### config.mk
export PLATFORM = sky130hd
export DESIGN_NAME = pipe_front_fde
export DESIGN_NICKNAME = d
export VERILOG_FILES = /design/src/rtl/pipe_front_fde.sv
export SDC_FILE = /design/constraint.sdc
export NUM_CORES = 2
export LEC_CHECK = 0
export ABC_AREA = 1
export CAP_MARGIN = 20
export CORE_AREA = 2 2 270 538
export CTS_CLUSTER_DIAMETER = 30
export DETAILED_ROUTE_END_ITERATION = 16
export DIE_AREA = 0 0 272 540
export GPL_ROUTABILITY_DRIVEN = 1
export PLACE_DENSITY_LB_ADDON = 0.08
export REMOVE_ABC_BUFFERS = 1
export SKIP_CTS_REPAIR_TIMING = 1
export SLEW_MARGIN = 20
export SYNTH_ARGS = -nofsm -noshare
export SYNTH_HDL_FRONTEND = slang
export SYNTH_SLANG_ARGS = --single-unit
### constraint.sdc
create_clock -name Clk -period 14.25 [get_ports Clk]
set_input_delay 2.85 -clock Clk [delete_from_list [all_inputs] [get_ports Clk]]
set_output_delay 2.85 -clock Clk [all_outputs]
set_load 0.03 [all_outputs]
### src/rtl/pipe_front_fde.sv
// Front half of a five-stage MIPS pipeline: PC, F/D with register file and next-PC,
// D/E with ALU. Results and forwarding data are presented to the M stage.
module pipe_front_fde (
  input  logic        Clk,
  input  logic        Rst,
  input  logic        Stall,
  input  logic [31:0] F_instr,
  input  logic [4:0]  W_A3,
  input  logic [31:0] W_WD,
  input  logic        W_RFWr,
  input  logic [4:0]  M_RFA3,
  input  logic [31:0] M_RFWD,
  input  logic        M_RFWr,
  input  logic        M_Ready,
  output logic [31:0] F_pc,
  output logic [31:0] D_instr,
  output logic [31:0] E_instr,
  output logic [31:0] E_pc,
  output logic [31:0] E_Y,
  output logic [31:0] E_V2,
  output logic [4:0]  E_RFA3,
  output logic [31:0] E_RFWD,
  output logic        E_RFWr,
  output logic        E_Ready
);

  localparam logic [31:0] RESET_PC = 32'h0000_3000;

  typedef enum logic [3:0] {
    OP_NOP, OP_ADDU, OP_SUBU, OP_ORI, OP_LUI, OP_LW, OP_SW,
    OP_BEQ, OP_J, OP_JAL, OP_JR
  } op_e;

  typedef struct packed {
    logic [31:0] instr;
    logic [31:0] pc;
    logic [31:0] rd1;
    logic [31:0] rd2;
    logic [31:0] ext;
  } de_t;

  function automatic op_e decode(input logic [31:0] instr);
    op_e op;
    op = OP_NOP;
    case (instr[31:26])
      6'h00: begin
        case (instr[5:0])
          6'h21:   op = OP_ADDU;
          6'h23:   op = OP_SUBU;
          6'h08:   op = OP_JR;
          default: op = OP_NOP;
        endcase
      end
      6'h0d:   op = OP_ORI;
      6'h0f:   op = OP_LUI;
      6'h23:   op = OP_LW;
      6'h2b:   op = OP_SW;
      6'h04:   op = OP_BEQ;
      6'h02:   op = OP_J;
      6'h03:   op = OP_JAL;
      default: op = OP_NOP;
    endcase
    return op;
  endfunction

  // Two-source forwarding mux; the first source wins, $0 never forwards.
  function automatic logic [31:0] fwd2(
    input logic [4:0]  idx,
    input logic        hi_wr,
    input logic [4:0]  hi_a3,
    input logic [31:0] hi_wd,
    input logic        lo_wr,
    input logic [4:0]  lo_a3,
    input logic [31:0] lo_wd,
    input logic [31:0] base
  );
    if (idx != 5'd0 && hi_wr && hi_a3 == idx) return hi_wd;
    if (idx != 5'd0 && lo_wr && lo_a3 == idx) return lo_wd;
    return base;
  endfunction

  // Readiness of M data is the stall unit's concern; forwarding ignores it.
  logic unused_m_ready;
  assign unused_m_ready = M_Ready;

  logic [31:0] pc_q;
  logic [31:0] fd_instr;
  logic [31:0] fd_pc;
  de_t         de;
  logic [31:0] rf [32];

  logic [31:0] npc;
  op_e         d_op;
  logic [4:0]  d_rs;
  logic [4:0]  d_rt;
  logic [15:0] d_imm;
  logic [31:0] d_sext;
  logic [31:0] d_ext;
  logic [31:0] rs_rf;
  logic [31:0] rt_rf;
  logic [31:0] d_rs_val;
  logic [31:0] d_rt_val;

  assign F_pc    = pc_q;
  assign D_instr = fd_instr;

  // ---------------------------------------------------------------- fetch, F/D
  // NOTE: sequential state uses non-blocking assignments so every register
  // samples pre-edge values regardless of block ordering.
  always_ff @(posedge Clk or negedge Rst) begin
    if (!Rst) begin
      pc_q     <= RESET_PC;
      fd_instr <= '0;
      fd_pc    <= '0;
    end else if (!Stall) begin
      pc_q     <= npc;
      fd_instr <= F_instr;
      fd_pc    <= pc_q;
    end
  end

  // ------------------------------------------------------------ register file
  // NOTE: every entry clears on reset, so the file is built from flops with an
  // async clear rather than a RAM; $0 is never written and so stays zero.
  always_ff @(posedge Clk or negedge Rst) begin
    if (!Rst) begin
      for (int i = 0; i < 32; i++) rf[i] <= '0;
    end else if (W_RFWr && W_A3 != 5'd0) begin
      rf[W_A3] <= W_WD;
    end
  end

  assign d_op   = decode(fd_instr);
  assign d_rs   = fd_instr[25:21];
  assign d_rt   = fd_instr[20:16];
  assign d_imm  = fd_instr[15:0];
  assign d_sext = {{16{d_imm[15]}}, d_imm};

  // Same-cycle write bypass makes the read transparent to W.
  assign rs_rf = (W_RFWr && W_A3 != 5'd0 && W_A3 == d_rs) ? W_WD : rf[d_rs];
  assign rt_rf = (W_RFWr && W_A3 != 5'd0 && W_A3 == d_rt) ? W_WD : rf[d_rt];

  assign d_rs_val = fwd2(d_rs, E_RFWr, E_RFA3, E_RFWD, M_RFWr, M_RFA3, M_RFWD, rs_rf);
  assign d_rt_val = fwd2(d_rt, E_RFWr, E_RFA3, E_RFWD, M_RFWr, M_RFA3, M_RFWD, rt_rf);

  // NOTE: combinational blocks assign a default first so no path infers a latch.
  always_comb begin
    d_ext = '0;
    case (d_op)
      OP_ORI:              d_ext = {16'h0000, d_imm};
      OP_LUI:              d_ext = {d_imm, 16'h0000};
      OP_LW, OP_SW, OP_BEQ: d_ext = d_sext;
      default:             d_ext = '0;
    endcase
  end

  always_comb begin
    npc = pc_q + 32'd4;
    case (d_op)
      OP_BEQ: begin
        if (d_rs_val == d_rt_val) npc = fd_pc + 32'd4 + {d_sext[29:0], 2'b00};
      end
      OP_J, OP_JAL: npc = {fd_pc[31:28], fd_instr[25:0], 2'b00};
      OP_JR:        npc = d_rs_val;
      default:      npc = pc_q + 32'd4;
    endcase
  end

  // --------------------------------------------------------------------- D/E
  // A stall leaves the instruction in D, so E receives a bubble.
  always_ff @(posedge Clk or negedge Rst) begin
    if (!Rst) begin
      de <= '0;
    end else if (Stall) begin
      de <= '0;
    end else begin
      de <= '{instr: fd_instr, pc: fd_pc, rd1: d_rs_val, rd2: d_rt_val, ext: d_ext};
    end
  end

  op_e         e_op;
  logic [4:0]  e_rs;
  logic [4:0]  e_rt;
  logic [4:0]  e_rd;
  logic [31:0] e_rs_val;
  logic [31:0] e_rt_val;

  assign e_op     = decode(de.instr);
  assign e_rs     = de.instr[25:21];
  assign e_rt     = de.instr[20:16];
  assign e_rd     = de.instr[15:11];
  assign e_rs_val = fwd2(e_rs, M_RFWr, M_RFA3, M_RFWD, W_RFWr, W_A3, W_WD, de.rd1);
  assign e_rt_val = fwd2(e_rt, M_RFWr, M_RFA3, M_RFWD, W_RFWr, W_A3, W_WD, de.rd2);

  assign E_instr = de.instr;
  assign E_pc    = de.pc;
  assign E_V2    = e_rt_val;
  // Forward data always carries E_Y; consumers trust it only when E_Ready is set.
  assign E_RFWD  = E_Y;

  always_comb begin
    E_Y     = '0;
    E_RFA3  = '0;
    E_RFWr  = 1'b0;
    E_Ready = 1'b0;
    case (e_op)
      OP_ADDU: begin
        E_Y    = e_rs_val + e_rt_val;
        E_RFA3 = e_rd;
        E_RFWr = 1'b1;
      end
      OP_SUBU: begin
        E_Y    = e_rs_val - e_rt_val;
        E_RFA3 = e_rd;
        E_RFWr = 1'b1;
      end
      OP_ORI: begin
        E_Y    = e_rs_val | de.ext;
        E_RFA3 = e_rt;
        E_RFWr = 1'b1;
      end
      OP_LUI: begin
        E_Y     = de.ext;
        E_RFA3  = e_rt;
        E_RFWr  = 1'b1;
        E_Ready = 1'b1;
      end
      OP_LW: begin
        E_Y    = e_rs_val + de.ext;
        E_RFA3 = e_rt;
        E_RFWr = 1'b1;
      end
      OP_SW: begin
        E_Y = e_rs_val + de.ext;
      end
      OP_JAL: begin
        E_Y     = de.pc + 32'd8;
        E_RFA3  = 5'd31;
        E_RFWr  = 1'b1;
        E_Ready = 1'b1;
      end
      default: begin
        E_Y = '0;
      end
    endcase
  end

endmodule

==> results_dict.tcl <==
set metrics [dict create \
    slowest_delay_ns 0.76 \
    synth_cell_types 60 \
    die-width_um 272 \
    synthToLayoutAreaGrowth_pct 13.4 \
    fin_crit_ns 13.48 \
    dieArea_mm2 0.147 \
    dr.pass1.iters 7 \
    synth_edf_count 0 \
    clkLatencyLatePin_ns 0.88 \
    grt_max_degree 174 \
    rsz0062_at_grt "no" \
    synth_area_mm2 0.0781 \
    rows 196 \
    synth-seq-cells 1280 \
    p_total_w 0.0136 \
    slew_headroom_pct 12.6 \
    leakage_nw 40.8 \
    place_congestion 1.06 \
    drc 0 \
    cts_root_buf "clkbuf_16" \
    cts_max_level 4 \
    outcome "complete, no violations" \
    grt_use_total_pct 48.5 \
    path_clk_slew_ns 0.06 \
    synth_top_area_share_pct 41.0 \
    vias 84186 \
    drive_above_1_share_pct 6.31 \
    async_reset_ff_share_pct 100 \
    p_int_w 0.00858 \
    hold_class "flip-flop to flip-flop" \
    end_kind "output port" \
    ys_top_cells_by_area "dfrtp_1 41%, o21ai_0 13%, nand2_1 11%" \
    final_nets 11043 \
    vdd_drop_max_v 0.000124 \
    cts_buffer_depth 4 \
    io_pins 343 \
    viasPerCell 6.53 \
    critPathSlowestCell "clkdlybuf4s50_1" \
    fp.dieH_um 540 \
    cp_num_buf_inv 7 \
    hpwl_um 234000 \
    fin_cells 12892 \
    yosysSeqAreaShare_pct 41.0 \
    skew_ns 0.103 \
    combPwrFrac_pct 26.5 \
    wl_um 364000 \
    critPathKind "input port to output port" \
    antenna_found_initial 26 \
    maxSlewViolCount 0 \
    syn_inst 11115 \
    grt_overflow 0 \
    drt_iter0_drc 12603 \
    maxCapViolations 0 \
    powerDensity_mw_per_mm2 154 \
    timing.final.hold_violations 0 \
    crit_family "simple AND/OR/NAND/NOR gates" \
    numCtsBuffers 199 \
    synth_top_area_cell "dfrtp_1" \
    cp-start-kind "input port" \
    p_sw_w 0.00504 \
    ant_nets 0 \
    max_freq_mhz 74.2 \
    setup_viol 0 \
    reg2reg_slack_ns 4.54 \
    period_share_pct 94.6 \
    synthFlopType "dfrtp_1" \
    synth_common_cells "2365 x nand2_1, 2093 x o21ai_0, 1278 x dfrtp_1" \
    wire_per_inst_um 28.2 \
    pwr-share-clk_pct 38.0 \
    tightest_slew_ns 1.30 \
    cp_common_cell "nand2_1" \
    grt_pass1_wl_um 525000 \
    synth.most_common_cell "nand2_1" \
    clock_sinks 1280 \
    io_buffer_count 341 \
    switching_share_pct 37.0 \
    coreArea_mm2 0.142 \
    grt_pass1_vias 79646 \
    dp.cells 12517 \
    start_util_pct 54.8 \
    pwr-share-seq_pct 35.5 \
    cp_max_fo 16 \
    cts_tree "built" \
    arrival_ns 10.63 \
    tns_ns 0 \
    ys_warn_count 0 \
    synth.avg_cell_area_um2 7.03 \
    cp.required_ns 11.40 \
]
## flip-flops by register name (all words and copies together) (netlist names)
| name | cells |
|---|---|
| rf | 1024 |
| de | 96 |
| D_instr | 32 |
| E_instr | 32 |
| E_pc | 32 |
| F_pc | 32 |
| fd_pc | 32 |
## power groups by stage
stage                     Clock (W)  Combinational [W]  Sequential, W
final                       0.00517            0.00361        0.00483
after global routing        0.00532            0.00393        0.00489
after global placement            0            0.00342        0.00483
after detailed placement          0            0.00348        0.00486
after floorplan                   0            0.00209        0.00487
after CTS                   0.00516            0.00351        0.00480
## through the flow
stage	worst slack (ns)	hold WS [ns]	instance area (µm²)	utilization (%)
after global routing	0.431	0.395	88500	62.1
after detailed placement	1.01	0.368	81500	57.2
after floorplan	-8.41	0.354	73700	-
after global placement	0.937	0.366	81500	57.2
final	0.768	0.382	88500	62.1
after CTS	0.993	0.382	88500	62.1
## path summary, 6_finish.rpt
check	cells after the start	start	end
setup / recovery	40	W_A3[3]	E_RFWD[27]
hold / removal	0	rf[1021]	rf[1021]
setup reg to reg	48	E_instr[16]	F_pc[0]
hold reg to reg	0	rf[1021]	rf[1021]
max in group asynchronous	4	Rst	rf[884]
min in group asynchronous	1	Rst	F_pc[3]
## kinds of logic (layout without fill, tap and decap cells)
family,count (synthesis),after routing,share of synthesized area (%)
other,0,15,0
buffers and inverters,1932,1813,10.0
muxes,1,1,0.0128
xor gates and xnor gates,86,86,0.965
and+or+nand+nor,4300,4300,23.0
adders and majority gates,93,93,1.51
AOI/OAI and AO/OA,3423,3423,23.4
DFF,1280,1280,41.0
## layer usage
| layer | track usage, % | routed length, µm | up-vias | share of wire [%] |
|---|---|---|---|---|
| met3 | 13.7 | 45200 | 1885 | 12 |
| met5 | 0 | 161 | - | 0.044 |
| met4 | 44.8 | 40400 | 22 | 11 |
| met2 | 73.0 | 158000 | 6266 | 43 |
| met1 | 55.4 | 121000 | 39413 | 33 |
| li1 | - | - | 36600 | - |
## cell usage in the layout, fill, tap and decap left out, drive strengths merged, types with 22 or more instances in the layout
master / count
bufinv: 23
o21ai: 2146
nand2: 2369
xor2: 61
xnor2: 25
a21oi: 901
nor2: 696
ha: 91
o2111ai: 79
o211ai: 146
clkdlybuf4s50: 339
nor3: 53
dfrtp: 1278
a22oi: 34
nand3: 1033
clkbuf: 227
clkinvlp: 26
clkinv: 64
o221ai: 43
buf: 194
inv: 940
and2: 22
nand4: 81
## final cells by class
class                   count  area [µm²]
fillers                 13083       53900
multi-input cells        7903       38500
flip-flops and latches   1280       32100
clock buffers             226        5310
repair buffers            534        5050
inverters                 920        3490
well taps                1881        2350
clock inverters           133        1690
diodes                     15        37.5
(Power assumes the default switching activity.)
